**src/rtl/json_feedback_parser.sv**
```systemverilog
`timescale 1ns/1ps
// Byte-serial parser for motor-base feedback frames such as {"T":1001,"L":-120,"R":87}\n.
// Checks the grammar, range-checks each signed value and commits T/L/R together.
module json_feedback_parser #(
    parameter int VAL_W        = 16,
    parameter int MAX_DIGITS   = 5,
    parameter int TIMEOUT_CLKS = 100_000
) (
    input  logic                    clk,
    input  logic                    rst,
    input  logic [7:0]              rx_data,
    input  logic                    rx_valid,
    output logic signed [VAL_W-1:0] t_code,
    output logic signed [VAL_W-1:0] l_val,
    output logic signed [VAL_W-1:0] r_val,
    output logic [2:0]              fields_seen,
    output logic                    frame_valid,
    output logic                    frame_error,
    output logic                    busy
);
    localparam int ACC_W = VAL_W + 4;
    localparam int DIG_W = $clog2(MAX_DIGITS + 1);
    localparam int CNT_W = $clog2(TIMEOUT_CLKS + 1);

    localparam logic [ACC_W-1:0] POS_LIMIT = ACC_W'((64'd1 << (VAL_W - 1)) - 64'd1);
    localparam logic [ACC_W-1:0] NEG_LIMIT = ACC_W'(64'd1 << (VAL_W - 1));

    localparam logic [7:0] CH_LBRACE = 8'h7B;
    localparam logic [7:0] CH_RBRACE = 8'h7D;
    localparam logic [7:0] CH_QUOTE  = 8'h22;
    localparam logic [7:0] CH_COLON  = 8'h3A;
    localparam logic [7:0] CH_COMMA  = 8'h2C;
    localparam logic [7:0] CH_MINUS  = 8'h2D;
    localparam logic [7:0] CH_LF     = 8'h0A;
    localparam logic [7:0] CH_T      = 8'h54;
    localparam logic [7:0] CH_L      = 8'h4C;
    localparam logic [7:0] CH_R      = 8'h52;

    typedef enum logic [3:0] {
        IDLE, KQ_OPEN, KEY, KQ_CLOSE, COLON,
        NUM_START, NUM_DIG0, NUM_DIGS, TERM, SKIP
    } state_t;

    state_t                     state;
    logic [1:0]                 key;       // 2 = T, 1 = L, 0 = R (matches fields_seen bits)
    logic                       neg;
    logic [ACC_W-1:0]           acc;
    logic [DIG_W-1:0]           dig_cnt;
    logic [CNT_W-1:0]           tmo_cnt;
    logic [2:0][VAL_W-1:0]      sh_val;
    logic [2:0]                 sh_seen;

    logic                       is_digit;
    logic                       is_key;
    logic [1:0]                 key_idx;
    logic [3:0]                 digit;
    logic [ACC_W-1:0]           acc_x10;
    logic [ACC_W-1:0]           acc_neg;
    logic [VAL_W-1:0]           store_val;
    logic                       mag_ok;
    logic                       restart;
    logic                       tok_ok;

    assign is_digit  = (rx_data >= 8'h30) && (rx_data <= 8'h39);
    assign digit     = rx_data[3:0];
    assign acc_x10   = (acc << 3) + (acc << 1) + ACC_W'(digit);
    assign acc_neg   = '0 - acc;
    assign store_val = neg ? VAL_W'(acc_neg) : VAL_W'(acc);
    assign mag_ok    = neg ? (acc <= NEG_LIMIT) : (acc <= POS_LIMIT);
    assign busy      = (state != IDLE) && (state != SKIP);
    // '{' always starts a fresh frame; it only counts as an error when it interrupts one.
    assign restart   = rx_valid && (rx_data == CH_LBRACE);

    // NOTE: every combinational output gets a default first so no latch is inferred.
    always_comb begin
        key_idx = 2'd0;
        is_key  = 1'b1;
        case (rx_data)
            CH_T:    key_idx = 2'd2;
            CH_L:    key_idx = 2'd1;
            CH_R:    key_idx = 2'd0;
            default: is_key  = 1'b0;
        endcase
    end

    always_comb begin
        tok_ok = 1'b1;
        case (state)
            KQ_OPEN, KQ_CLOSE: tok_ok = (rx_data == CH_QUOTE);
            KEY:               tok_ok = is_key;
            COLON:             tok_ok = (rx_data == CH_COLON);
            NUM_START:         tok_ok = is_digit || (rx_data == CH_MINUS);
            NUM_DIG0:          tok_ok = is_digit;
            NUM_DIGS:          tok_ok = (is_digit && (dig_cnt != DIG_W'(MAX_DIGITS)))
                                     || (((rx_data == CH_COMMA) || (rx_data == CH_RBRACE)) && mag_ok);
            TERM:              tok_ok = (rx_data == CH_LF) && sh_seen[2];
            default:           tok_ok = 1'b1;
        endcase
    end

    // NOTE: all state here is registered with non-blocking assignments so every
    // branch sees the pre-edge values of its neighbours.
    always_ff @(posedge clk or negedge rst) begin
        if (!rst) begin
            state       <= IDLE;
            key         <= '0;
            neg         <= 1'b0;
            acc         <= '0;
            dig_cnt     <= '0;
            tmo_cnt     <= '0;
            sh_val      <= '0;
            sh_seen     <= '0;
            t_code      <= '0;
            l_val       <= '0;
            r_val       <= '0;
            fields_seen <= '0;
            frame_valid <= 1'b0;
            frame_error <= 1'b0;
        end else begin
            frame_valid <= 1'b0;
            frame_error <= 1'b0;
            if (restart) begin
                tmo_cnt     <= '0;
                state       <= KQ_OPEN;
                sh_val      <= '0;
                sh_seen     <= '0;
                frame_error <= busy;
            end else if (rx_valid) begin
                tmo_cnt <= '0;
                if (!tok_ok) begin
                    frame_error <= 1'b1;
                    // A stray newline already ends the line, so there is nothing left to skip.
                    state <= (rx_data == CH_LF) ? IDLE : SKIP;
                end else begin
                    case (state)
                        SKIP:     if (rx_data == CH_LF) state <= IDLE;
                        KQ_OPEN:  state <= KEY;
                        KEY: begin
                            key   <= key_idx;
                            state <= KQ_CLOSE;
                        end
                        KQ_CLOSE: state <= COLON;
                        COLON:    state <= NUM_START;
                        NUM_START: begin
                            neg     <= !is_digit;
                            acc     <= is_digit ? ACC_W'(digit) : '0;
                            dig_cnt <= is_digit ? DIG_W'(1) : '0;
                            state   <= is_digit ? NUM_DIGS : NUM_DIG0;
                        end
                        NUM_DIG0: begin
                            acc     <= ACC_W'(digit);
                            dig_cnt <= DIG_W'(1);
                            state   <= NUM_DIGS;
                        end
                        NUM_DIGS: begin
                            if (is_digit) begin
                                acc     <= acc_x10;
                                dig_cnt <= dig_cnt + DIG_W'(1);
                            end else begin
                                sh_val[key]  <= store_val;
                                sh_seen[key] <= 1'b1;
                                state        <= (rx_data == CH_COMMA) ? KQ_OPEN : TERM;
                            end
                        end
                        TERM: begin
                            if (sh_seen[2]) t_code <= sh_val[2];
                            if (sh_seen[1]) l_val  <= sh_val[1];
                            if (sh_seen[0]) r_val  <= sh_val[0];
                            fields_seen <= sh_seen;
                            frame_valid <= 1'b1;
                            state       <= IDLE;
                        end
                        default: ;
                    endcase
                end
            end else if (busy) begin
                if (tmo_cnt == CNT_W'(TIMEOUT_CLKS - 1)) begin
                    frame_error <= 1'b1;
                    state       <= IDLE;
                    tmo_cnt     <= '0;
                end else begin
                    tmo_cnt <= tmo_cnt + CNT_W'(1);
                end
            end else begin
                tmo_cnt <= '0;
            end
        end
    end

endmodule
```
**config.mk**
```make
export PLATFORM = sky130hd
export DESIGN_NAME = json_feedback_parser
export DESIGN_NICKNAME = d
export VERILOG_FILES = /design/src/rtl/json_feedback_parser.sv
export SDC_FILE = /design/constraint.sdc
export NUM_CORES = 1
export LEC_CHECK = 0
export ABC_AREA = 1
export CORE_MARGIN = 4
export CORE_UTILIZATION = 28
export DETAILED_ROUTE_END_ITERATION = 16
export HOLD_SLACK_MARGIN = 0.08
export PLACE_DENSITY = 0.44
export SLEW_MARGIN = 15
export SYNTH_ARGS = -nofsm -noshare
export SYNTH_HDL_FRONTEND = slang
export SYNTH_SLANG_ARGS = --single-unit
```
**constraint.sdc**
```tcl
create_clock -name clk -period 4.24 [get_ports clk]
set_input_delay 1.06 -clock clk [delete_from_list [all_inputs] [get_ports clk]]
set_output_delay 1.06 -clock clk [all_outputs]
set_load 0.1 [all_outputs]
```
# After elaboration in Yosys (flattened, before gate mapping)
# Cells that the tools add are included.
[word_totals]
reg_bits = 151
inputBits = 11
output_inout_bits = 54
[classes]
reduce_logical = 29
mux = 50
bitwise = 2
eq_ne = 27
magnitude_cmp = 6
n_addsub = 5
[op_table]
columns = ["operator", "count"]
rows = [
  ["48-bit two-way mux", 5],
  ["17-bit two-way mux", 4],
  ["20-bit one-hot mux with 3 select lines", 1],
  ["48-bit bitwise mux", 1],
  ["8-bit by 7-bit == test with 1-bit output (second input constant)", 5],
  ["4-bit two-way mux", 10],
  ["4-bit one-hot mux with 9 select lines", 1],
  ["16-bit demux with 2-bit select", 1],
  ["8-bit by 6-bit == test with 1-bit output (second input constant)", 4],
  ["16-bit two-way mux", 2],
  ["5-bit AND reduction", 5],
  ["20-bit adder", 1],
  ["20-bit by 4-bit adder with 20-bit output", 1],
  ["20-bit by 15-bit less-or-equal comparator with 1-bit output (second input constant)", 1],
  ["20-bit by 16-bit less-or-equal comparator with 1-bit output (second input constant)", 1],
  ["20-bit two-way mux", 1],
  ["3-bit two-way mux", 6],
  ["17-bit by 1-bit adder with 17-bit output (second input constant)", 1],
  ["17-bit == test (second input constant)", 1],
  ["4-bit by 3-bit == test with 1-bit output (second input constant)", 4],
  ["4-bit AND reduction", 4],
  ["1-bit by 16-bit subtractor with 16-bit output (first input constant)", 1],
  ["1-bit two-way mux", 14],
  ["12-bit by 3-bit != test with 1-bit output (second input constant)", 1],
  ["28 further kinds", 43],
]

# Longest topological paths before layout
[depth]
word_depth = 10
depth_mapped = 15

# Least setup slack after synthesis
# No wires, ideal clock.
[synth_timing]
kind = "input -> register"
from = "in rx_data[3]"
to = "reg acc[12]"
n_path_buf = 0
arrival_time_ns = 3.182
setup_ns = 0.127
required_ns = 4.113
cell_stages = 12
path_slack_ns = 0.931
cell_sequence = "fa_1 > inv_1 > fa_1 > inv_1 > nand2_1 > o21ai_0 > nand3_1 > nand2_1 > a21oi_1 > or2_2 > nand3_1 > o21ai_0"
[synth_via]
elab_chain_len = 6
[synth_rtl]
columns = ["item", "line_no", "source"]
rows = [
  ["start: declaration", "11", "input logic [7:0] rx_data,"],
  ["8-bit by 6-bit >= comparator with 1-bit output, or another cell as far along", "64", "assign is_digit = (rx_data >= 8'h30) && (rx_data <= 8'h39);"],
  ["1-bit logical AND / 1-bit logical OR (equally long branches)", "64, 95", ""],
  ["1-bit logical AND (on tied branches)", "94, 95", ""],
  ["1-bit logical OR", "95", "|| (((rx_data == CH_COMMA) || (rx_data == CH_RBRACE)) && mag_ok);"],
  ["1-bit one-hot mux with 7 select lines", "88", "case (state)"],
  ["5-bit AND reduction (no source line)", "-", ""],
  ["end signal: assignment", "146", "acc <= is_digit ? ACC_W'(digit) : '0;"],
  ["end signal: assignment", "151", "acc <= ACC_W'(digit);"],
  ["end: declaration", "47", "logic [ACC_W-1:0] acc;"],
]
# Several ways; a longest one is shown, not always the timed one. The select of a mux whose other input is x is not followed.
# A chain may end at the register's enable or synchronous reset.

# Worst setup path after layout
# Same ends and word-level chain as after synthesis.

==> impl_metrics.py <==
metrics = {
    "pwr": {
        "swShare_pct": 43.7,
        "p_int_mw": 3.19,
        "leakage_nw": 5.13,
        "ir_drop_mv": 0.250,
        "power_frac_clock_pct": 28.4,
        "seqPwrFrac_pct": 32.3,
        "p_sw_mw": 2.48,
        "power.density_nw_per_um2": 566,
        "p_comb_share_pct": 39.3,
    },
    "floorplanning": {
        "io-pin-count": 65,
        "core_um2": 28900,
        "num_rows": 62,
        "start_util_pct": 28.7,
        "die_x_um": 180,
        "die_h_um": 180,
        "dieArea_um2": 32400,
    },
    "clock_tree": {
        "clk_pin_slew_ns": 0.07,
        "htree_levels": 4,
        "clock_latency_ns": 0.43,
        "numCtsBuffers": 17,
        "cts_sinks": 151,
        "root_buffer": "clkbuf_16",
        "cts_buffer_depth": 2,
        "cts_resized": 0,
        "cts_setup_buffers": 0,
        "postCtsHoldBufs": 0,
        "cts_tree": "built",
    },
    "timing": {
        "setup_viol": 0,
        "rsz0062_at_grt": "no",
        "fmax_mhz": 291,
        "max-slew-margin-rel_pct": 34.5,
        "clock-skew-final_ns": 0.0107,
        "timing.final.crit_share_pct": 81.1,
        "timing.final.ws_setup_ns": 0.800,
        "worst-slew-pin-transition_ns": 0.979,
        "post-route-min-period_ns": 3.44,
        "fin_tns_setup_ns": 0,
        "slew_violations": 0,
        "hold_violations": 0,
    },
    "worst_hold_path": {
        "min_to": "tmo_cnt[16]",
        "hp-start": "tmo_cnt[16]",
        "hold_path_class": "reg2reg",
        "hold_depth": 1,
    },
    "synth": {
        "synth_nets": 1108,
        "ys_types": 48,
        "syn_area_um2": 8300,
        "yosysWarnings": 0,
        "synth_edf_count": 0,
        "synth_flop_cell": "dfrtp_1",
        "netlist_instances": 1057,
        "ys_seq_area_share_pct": 45.6,
        "ys_ff_latch": 151,
        "async_flop_share_pct": 100,
        "syn_area_per_cell_um2": 7.85,
    },
    "setup_path": {
        "reg2reg_to": "acc[12]",
        "endpoint_kind": "flip-flop",
        "cp_max_fo": 4,
        "cp_data_required_time_ns": 4.54,
        "startpoint_type": "primary input",
        "critPathKind": "in2reg",
        "regToRegSetupSlack_ns": 1.35,
        "arrival_ns": 3.74,
        "reg2regPathDepth": 12,
        "regToRegStartpoint": "acc[0]",
    },
    "final_layout": {
        "nNetsFinal": 1179,
        "diodes": 0,
        "final_cell_mix": "367 x nand2_1, 151 x dfrtp_1, 111 x nand3_1",
        "drive_gt1_share_pct": 7.10,
        "layout_commonest_cell": "nand2_1",
        "area_growth_pct": 20.5,
        "fin_cells": 1525,
    },
    "global_routing": {
        "grt_pass1_wl_um": 37600,
        "grt_start_max_net_pins": 87,
        "grt_remaining_overflow": 0,
        "grt_pass1_vias": 6986,
        "grt_use_total_pct": 14.1,
        "antenna_found_initial": 0,
    },
    "drt": {
        "routed_wl_um": 22900,
        "drc": 0,
        "drtIter0Drc": 409,
        "detail-route-antenna-nets": 0,
        "via_per_inst": 4.62,
        "via_count": 7040,
        "dr.pass1.iters": 6,
        "wire_per_inst_um": 15.0,
    },
    "run": {
        "cap_violations": 0,
    },
    "place": {
        "gp_congestion": 0.850,
        "dp.final_hpwl_um": 16800,
        "dpl_worst_slack_ns": 0.332,
        "dp_cells": 1493,
        "io_buffers": 64,
    },
    "outcome": {
        "status": "finished clean",
    },
}
==> power groups by stage <==
stage	combinational [mW]	clock, mW	sequential (mW)
floorplan	1.43	0	2.00
global placement	2.24	0	1.86
detailed placement	2.23	0	1.86
CTS	2.24	1.64	1.83
global route	2.51	1.70	1.85
finish	2.22	1.61	1.83
==> cell type report <==
cell class,count,area (um2)
multi-input combinational,796,4050
sequential,151,3780
fill,3078,18900
clock buffer,18,429
timing repair buffer,79,764
tap,384,480
clock inverter,14,186
inverter,83,314
==> routing by layer <==
metal / wire (um) / global-route usage (%) / vias up
met5: 0 / 0 / -
met4: 271 / 3.42 / 0
met3: 711 / 2.38 / 17
met2: 10900 / 23.7 / 93
met1: 11000 / 19.2 / 3328
li1: - / - / 3602
==> worst max-delay path, stage by stage <==
cell and delay (ns):
clkdlybuf4s50_1 0.47, fa_1 0.58, inv_1 0.07, fa_1 0.40, inv_1 0.08, nand2_1 0.06, o21ai_0 0.26, nand3_1 0.12
nand2_1 0.14, a21oi_1 0.09, or2_2 0.27, nand3_1 0.06, o21ai_0 0.07
==> cell families (layout without fill, tap and decap cells) <==
family | count (synthesis) | after routing | share of synthesized area, %
buffers and inverters | 110 | 194 | 5.67
AND/OR/NAND/NOR | 617 | 617 | 32.6
XOR/XNOR | 23 | 23 | 2.43
flip-flops | 151 | 151 | 45.6
adder cells (fa/ha/maj) | 40 | 40 | 6.21
AO/OA/AOI/OAI | 116 | 116 | 7.53
==> cells in the mapped netlist, types with 4 or more instances <==
cell,instances,area [um2]
nor2_2,6,37.5
xnor2_1,6,52.6
nand2_4,5,56.3
xor2_1,17,149
o21ai_0,45,225
inv_1,78,293
ha_1,38,475
clkbuf_1,11,41.3
nor3_1,9,45.0
a21oi_1,40,200
buf_4,7,52.6
nor2_1,81,304
or2_2,4,25.0
dfrtp_1,151,3780
nand3_1,111,556
nand2_1,367,1380
nand4_1,12,75.1
buf_2,5,25.0
o21ai_1,14,70.1
==> worst max-delay path by stage <==
| stage | start | to | slack, ns |
|---|---|---|---|
| after global routing | rx_data[2] | acc[12] | 0.57 |
| after detailed placement | rx_data[3] | acc[12] | 0.33 |
| final | rx_data[3] | acc[12] | 0.80 |
| after global placement | rx_data[3] | acc[12] | 0.35 |
| after CTS | rx_data[3] | acc[12] | 0.78 |
| after floorplan | rx_data[3] | acc[12] | 0.93 |
==> flip-flops by register name, indices dropped and copies added (netlist names), 4 cells and up <==
register	cells
state	4
r_val	16
sh_val	48
acc	20
t_code	16
tmo_cnt	17
l_val	16
==> metrics by stage <==
stage / instance area, um2 / power, mW / hold WS, ns / utilization [%]
after detailed placement: 9380 / 4.09 / 0.456 / 32.4
after global routing: 10000 / 6.07 / 0.495 / 34.6
after floorplan: 8300 / 3.42 / 0.433 / -
final: 10000 / 5.66 / 0.464 / 34.6
after CTS: 10000 / 5.71 / 0.465 / 34.6
after global placement: 9380 / 4.10 / 0.444 / 32.4
Power figures use the tool's default switching activity.
